### src/rtl/vend_pkg.sv
// Shared definitions for the multi-item vending controller: state encoding
// and small elaboration-time helpers.
package vend_pkg;

    typedef enum logic [2:0] {
        ST_IDLE   = 3'd0,
        ST_PAY    = 3'd1,
        ST_VEND   = 3'd2,
        ST_CHANGE = 3'd3
    } vend_state_t;

    localparam int STATE_W = 3;

    // Width of a counter that must be able to hold max_count itself.
    function automatic int counter_width(input int max_count);
        return (max_count < 2) ? 1 : $clog2(max_count + 1);
    endfunction

endpackage

### src/rtl/vend_change_pick.sv
// Combinational change selector: picks the largest coin not exceeding the
// remaining credit, or flags that no coin fits.
module vend_change_pick
    import vend_pkg::*;
#(
    parameter int MONEY_W = 13,
    parameter int N_COINS = 4,
    parameter logic [N_COINS*MONEY_W-1:0] COIN_VAL = {MONEY_W'(100), MONEY_W'(25), MONEY_W'(10), MONEY_W'(5)}
) (
    input  logic [MONEY_W-1:0] remainder,
    output logic [N_COINS-1:0] pick,
    output logic [MONEY_W-1:0] pick_val,
    output logic               none_fits
);

    // Coins are ascending, so the last fitting index is the largest coin.
    always_comb begin
        pick      = '0;
        pick_val  = '0;
        none_fits = 1'b1;
        for (int i = 0; i < N_COINS; i++) begin
            if (COIN_VAL[i*MONEY_W +: MONEY_W] <= remainder) begin
                pick      = '0;
                pick[i]   = 1'b1;
                pick_val  = COIN_VAL[i*MONEY_W +: MONEY_W];
                none_fits = 1'b0;
            end
        end
    end

endmodule

### src/rtl/vend_ctrl_multi.sv
// Parametrised vending controller: validates an item code against a price/stock
// table, accumulates coin credit, vends, then pays change one coin per tick.
module vend_ctrl_multi
    import vend_pkg::*;
#(
    parameter int CODE_W     = 4,
    parameter int N_ITEMS    = 16,
    parameter int MONEY_W    = 13,
    parameter int N_COINS    = 4,
    parameter logic [N_COINS*MONEY_W-1:0] COIN_VAL  = {MONEY_W'(100), MONEY_W'(25), MONEY_W'(10), MONEY_W'(5)},
    parameter logic [N_ITEMS*MONEY_W-1:0] PRICE_TBL = {N_ITEMS{MONEY_W'(65)}},
    parameter int TIMEOUT_TK = 30000
) (
    input  logic                 clk,
    input  logic                 reset,
    input  logic                 tick,
    input  logic [N_COINS-1:0]   coin_in,
    input  logic [CODE_W-1:0]    code_in,
    input  logic                 code_valid,
    input  logic                 cancel,
    input  logic [N_ITEMS-1:0]   sold_out,
    output logic [STATE_W-1:0]   state,
    output logic [MONEY_W-1:0]   credit,
    output logic [MONEY_W-1:0]   price,
    output logic                 dispense,
    output logic [CODE_W-1:0]    item,
    output logic [N_COINS-1:0]   change_coin,
    output logic [N_COINS-1:0]   coin_reject,
    output logic                 err,
    output logic                 change_short
);

    localparam int SUM_W = MONEY_W + $clog2(N_COINS) + 1;
    localparam int TMO_W = counter_width(TIMEOUT_TK);
    localparam logic [MONEY_W-1:0] MAX_CREDIT = {MONEY_W{1'b1}};

    vend_state_t          state_q, state_d;
    logic [MONEY_W-1:0]   credit_q, credit_d;
    logic [MONEY_W-1:0]   price_q, price_d;
    logic [CODE_W-1:0]    item_q, item_d;
    logic [TMO_W-1:0]     tmo_q, tmo_d;
    logic                 dispense_d, err_d, change_short_d;
    logic [N_COINS-1:0]   change_coin_d, coin_reject_d;

    logic [SUM_W-1:0]     coin_total;
    logic [SUM_W-1:0]     sum_credit;
    logic                 overflow;
    logic                 sel_hit;
    logic                 sel_sold;
    logic [MONEY_W-1:0]   sel_price;
    logic [N_COINS-1:0]   pick;
    logic [MONEY_W-1:0]   pick_val;
    logic                 none_fits;

    vend_change_pick #(
        .MONEY_W  (MONEY_W),
        .N_COINS  (N_COINS),
        .COIN_VAL (COIN_VAL)
    ) u_pick (
        .remainder (credit_q),
        .pick      (pick),
        .pick_val  (pick_val),
        .none_fits (none_fits)
    );

    // Sum of this cycle's coins, widened so an overflow can be detected.
    always_comb begin
        coin_total = '0;
        for (int i = 0; i < N_COINS; i++) begin
            if (coin_in[i]) begin
                coin_total = coin_total + SUM_W'(COIN_VAL[i*MONEY_W +: MONEY_W]);
            end
        end
        sum_credit = SUM_W'(credit_q) + coin_total;
        overflow   = sum_credit > SUM_W'(MAX_CREDIT);
    end

    // Table lookup by comparison so out-of-range codes simply miss.
    always_comb begin
        sel_hit   = 1'b0;
        sel_sold  = 1'b0;
        sel_price = '0;
        for (int i = 0; i < N_ITEMS; i++) begin
            if (32'(code_in) == 32'(i)) begin
                sel_hit   = 1'b1;
                sel_sold  = sold_out[i];
                sel_price = PRICE_TBL[i*MONEY_W +: MONEY_W];
            end
        end
    end

    always_comb begin
        state_d        = state_q;
        credit_d       = credit_q;
        price_d        = price_q;
        item_d         = item_q;
        tmo_d          = tmo_q;
        dispense_d     = 1'b0;
        err_d          = 1'b0;
        change_short_d = 1'b0;
        change_coin_d  = '0;
        coin_reject_d  = '0;
        unique case (state_q)
            ST_IDLE: begin
                coin_reject_d = coin_in;
                if (code_valid) begin
                    item_d = code_in;
                    if (!sel_hit || sel_price == '0 || sel_sold) begin
                        err_d = 1'b1;
                    end else begin
                        price_d = sel_price;
                        tmo_d   = '0;
                        state_d = ST_PAY;
                    end
                end
            end
            ST_PAY: begin
                if (overflow) begin
                    coin_reject_d = coin_in;
                end else begin
                    credit_d = sum_credit[MONEY_W-1:0];
                end
                if (coin_in != '0 && !overflow) begin
                    tmo_d = '0;
                end else if (tick) begin
                    tmo_d = tmo_q + TMO_W'(1);
                end
                // Cancel and timeout win over vending; accepted coins are refunded.
                if (cancel || tmo_q == TMO_W'(TIMEOUT_TK)) begin
                    state_d = ST_CHANGE;
                end else if (credit_d >= price_q) begin
                    dispense_d = 1'b1;
                    state_d    = ST_VEND;
                end
            end
            ST_VEND: begin
                coin_reject_d = coin_in;
                credit_d      = credit_q - price_q;
                state_d       = ST_CHANGE;
            end
            ST_CHANGE: begin
                coin_reject_d = coin_in;
                if (tick) begin
                    if (credit_q == '0) begin
                        price_d = '0;
                        state_d = ST_IDLE;
                    end else if (none_fits) begin
                        change_short_d = 1'b1;
                        credit_d       = '0;
                        price_d        = '0;
                        state_d        = ST_IDLE;
                    end else begin
                        change_coin_d = pick;
                        credit_d      = credit_q - pick_val;
                    end
                end
            end
            default: state_d = ST_IDLE;
        endcase
    end

    always_ff @(posedge clk) begin
        if (reset) begin
            state_q      <= ST_IDLE;
            credit_q     <= '0;
            price_q      <= '0;
            item_q       <= '0;
            tmo_q        <= '0;
            dispense     <= 1'b0;
            err          <= 1'b0;
            change_short <= 1'b0;
            change_coin  <= '0;
            coin_reject  <= '0;
        end else begin
            state_q      <= state_d;
            credit_q     <= credit_d;
            price_q      <= price_d;
            item_q       <= item_d;
            tmo_q        <= tmo_d;
            dispense     <= dispense_d;
            err          <= err_d;
            change_short <= change_short_d;
            change_coin  <= change_coin_d;
            coin_reject  <= coin_reject_d;
        end
    end

    assign state  = state_q;
    assign credit = credit_q;
    assign price  = price_q;
    assign item   = item_q;

endmodule
### config.mk
export PLATFORM = sky130hd
export DESIGN_NAME = vend_ctrl_multi
export DESIGN_NICKNAME = d
export VERILOG_FILES = /design/src/rtl/vend_pkg.sv /design/src/rtl/vend_change_pick.sv /design/src/rtl/vend_ctrl_multi.sv
export SDC_FILE = /design/constraint.sdc
export NUM_CORES = 1
export LEC_CHECK = 0
export ABC_AREA = 1
export CAP_MARGIN = 20
export CELL_PAD_IN_SITES_DETAIL_PLACEMENT = 1
export CELL_PAD_IN_SITES_GLOBAL_PLACEMENT = 1
export CORE_MARGIN = 2
export CORE_UTILIZATION = 41
export DETAILED_ROUTE_END_ITERATION = 16
export PLACE_DENSITY_LB_ADDON = 0.1
export SLEW_MARGIN = 30
export SYNTH_ARGS = -nofsm -noshare
export SYNTH_HDL_FRONTEND = slang
export SYNTH_SLANG_ARGS = --single-unit
### constraint.sdc
create_clock -name clk -period 7 [get_ports clk]
set_input_delay 0.7 -clock clk [delete_from_list [all_inputs] [get_ports clk]]
set_output_delay 0.7 -clock clk [all_outputs]
set_load 0.01 [all_outputs]
==> results.yml <==
setup_path:
  ff2ff_setup_slack_ns: 3.33
  worst-path-max-fanout: 14
  critical_path_required_ns: 7.20
  reg2regPathDepth: 19
  r2r_end: "credit[12]"
  endpoint_kind: "register"
  path_class: "in -> reg"
  worst-endpoint-arrival_ns: 4.67
  crit_path_start_kind: "input port"
  r2r_start: "credit[8]"
job:
  drv_cap: 0
cells_and_area:
  fill_cells: 1552
  layout.nets: 860
  drive_gt1_share_pct: 9.524
  final_area_um2: 5456
  insertedDiodeCount: 0
  syn2layout_area_growth_pct: 16.36
floorplan:
  initial_utilization_pct: 41.60
  row_count: 39
  core-area_um2: 11270
  die_x_um: 110.9
  ioPinCount: 73
  die_y_um: 110.9
  dieArea_um2: 12310
yosys:
  synth.top_cell.area_share_pct: 19.64
  ys_warn_count: 0
  yosysUniqueCellTypes: 50
  yosysSeqAreaShare_pct: 19.64
  synth_area_um2: 4689
  synth_edf_count: 0
  synth-async-reset-ratio_pct: 0
  ys_ff_latch: 46
  ys.flop_type: "dfxtp_1"
  avgSynthCellArea_um2: 6.236
  yosys-top-cells-area: "dfxtp_1 20%, nand2_1 14%, ha_1 8.5%"
  synth_top_area_cell: "dfxtp_1"
  syn_inst: 752
clock_tree:
  clk_path_buf_depth: 2
  clk_root_buffer_cell: "clkbuf_16"
  htreeDepth: 2
  ctsResizeCount: 0
  clk_pin_slew_ns: 0.07
  cts_inserted_buffers: 5
  cts.sinks: 46
  cts_tree: "yes"
  hold_buffers: 0
  clock_latency_ns: 0.31
  postCtsSetupRepairBufs: 0
sta:
  fin_crit_sh_pct: 63.79
  clock.fmax_ghz: 0.2240
  worst_pin_slew_ns: 0.9545
  slew-limit-headroom_pct: 36.30
  finClkSkew_ns: 0.006110
  rsz0062_at_grt: "no"
  finalCriticalPeriod_ns: 4.465
  hold_viol_final: 0
  drv_slew: 0
  setup_viol: 0
  tns_ns: 0
drt:
  wl_um: 14900
  dr.first_iter.drc_count: 231
  vias: 4965
  first_pass_iters: 4
  vias_per_cell: 5.276
  route.detailed.wl_per_inst_um: 15.83
  drc: 0
  ant_nets: 0
outcome:
  status: "complete, no violations"
grt:
  grt_max_degree: 30
  first_global_vias: 5154
  grt_pass1_wl_um: 24340
  grt_antenna_before_repair: 0
  grtUsageTotal_pct: 23.66
  grt-ovfl-total: 0
hold_path:
  hold_depth: 2
  min_from: "tmo_q[11]"
  hold-path-endpoint: "tmo_q[11]"
  hp-class: "reg -> reg"
place:
  dpl.hpwl_um: 11710
  port_buffers: 60
  placed_area_um2: 5283
  place.gp.congestion: 0.9063
power_and_ir_drop:
  p_per_area_nw_per_um2: 443.3
  irDropWorstVdd_mv: 0.2458
  p_leak_nw: 2.552
-- metal layers --
metal	vias to the layer above	global-route usage, %	wire (µm)
li1	2520	-	-
met2	69	43.48	7632
met3	15	2.898	345
met4	0	6.500	215
met1	2361	28.98	6702
met5	-	0	0
-- cells in the final DEF (no fill, tap or decap), drive strengths merged, types with 5 or more instances in the layout --
| cell | n |
|---|---|
| a41oi | 5 |
| a21oi | 37 |
| o21ai | 42 |
| clkbuf | 5 |
| nor3 | 15 |
| conb | 12 |
| dfxtp | 46 |
| inv | 106 |
| nor2 | 85 |
| a31oi | 8 |
| clkdlybuf4s50 | 60 |
| or2 | 6 |
| ha | 32 |
| nand3 | 86 |
| nand2 | 203 |
| nand4 | 12 |
| xor2 | 8 |
-- synth_stat cells, types with 2 or more instances --
master and number:
nor2_2 9, a211oi_1 2, nand4_1 12, a41oi_1 5, ha_1 32, o21ai_1 3
nand3b_1 3, clkbuf_1 7, xnor2_1 3, inv_1 97, nor3_1 13, buf_4 16
nand3_1 79, nand2_1 176, o211ai_1 3, xor2_1 8, o21ai_0 38, fa_1 2
buf_6 5, inv_2 8, o2111ai_1 2, nand2_2 21, nand3_2 7, or2_2 6
a21oi_2 2, nand2_4 6, nor2_1 74, a21oi_1 35, nor2_4 2, buf_2 5
dfxtp_1 46, a31oi_1 7
-- final cells by class --
type | instances | area, µm² | share of cell area, %
Sequential cell | 46 | 920.9 | 16.88
Clock buffer | 5 | 125.1 | 2.293
Clock inverter | 3 | 48.80 | 0.8943
Tap cell | 143 | 178.9 | 3.279
Timing Repair Buffer | 60 | 600.6 | 11.01
Multi-Input combinational cell | 579 | 3188 | 58.43
Inverter | 105 | 394.1 | 7.223
-- report_power, final --
| part | internal, W | leakage (nW) | switching, W | total [W] |
|---|---|---|---|---|
| Clock | 0.000171 | 0.0819 | 0.000125 | 0.000296 |
| Combinational | 0.000591 | 2.09 | 0.00105 | 0.00164 |
| Sequential | 0.000340 | 0.378 | 0.000141 | 0.000480 |
| Total | 0.00110 | 2.55 | 0.00132 | 0.00242 |
-- worst max-delay path by stage --
| stage | cells after the start | to | start |
|---|---|---|---|
| 2_1_floorplan | 29 | state[1] | coin_in[1] |
| 3_3_place_gp | 25 | state[1] | coin_in[0] |
| 3_5_place_dp | 25 | state[1] | coin_in[0] |
| 4_1_cts | 25 | state[1] | coin_in[0] |
| 5_1_grt | 25 | state[1] | coin_in[0] |
| 6_report | 25 | state[1] | coin_in[0] |
-- state kept, by name, indices dropped and copies added (netlist names) --
| name | cells |
|---|---|
| state | 2 |
| change_coin | 4 |
| price | 1 |
| err | 1 |
| coin_reject | 4 |
| item | 4 |
| dispense | 1 |
| change_short | 1 |
| tmo_q | 15 |
| credit | 13 |
-- critical path, cell delays in order --
cell	delay, ns
clkdlybuf4s50_1	0.61
inv_1	0.11
ha_1	0.21
a21oi_1	0.23
ha_1	0.21
nand2_1	0.07
xnor2_1	0.19
inv_1	0.06
ha_1	0.36
nand2_2	0.10
nor2_2	0.13
nand2_1	0.10
nand3_1	0.12
nand2_2	0.09
nand2_4	0.16
o21ai_0	0.15
ha_1	0.21
a21oi_1	0.13
nand3_1	0.10
nor2_1	0.23
nand3_2	0.12
nand3_2	0.10
nand2_1	0.05
nand2_1	0.06
nor2_2	0.04
-- cells by family after synthesis --
group	share of synthesized area [%]
simple gates	41.01
buf+inv	13.26
compound gates	14.57
flops	19.64
fa+ha+maj	9.392
xor+xnor	2.055
other cells	0.07997
-- per-stage QoR --
step / hold slack (ns) / worst slack (ns) / power (W) / util, % / std cells
finish: 0.5039 / 2.535 / 0.002419 / 48.41 / 941
global route: 0.5218 / 2.140 / 0.002638 / 48.41 / 941
CTS: 0.5049 / 2.525 / 0.002417 / 48.41 / 941
detailed placement: 0.4922 / 2.215 / 0.002101 / 46.86 / 933
global placement: 0.4763 / 2.572 / 0.002053 / 46.86 / 933
floorplan: 0.4596 / 3.341 / 0.001650 / - / 763
Note: power is estimated with default switching activity, not from simulation.
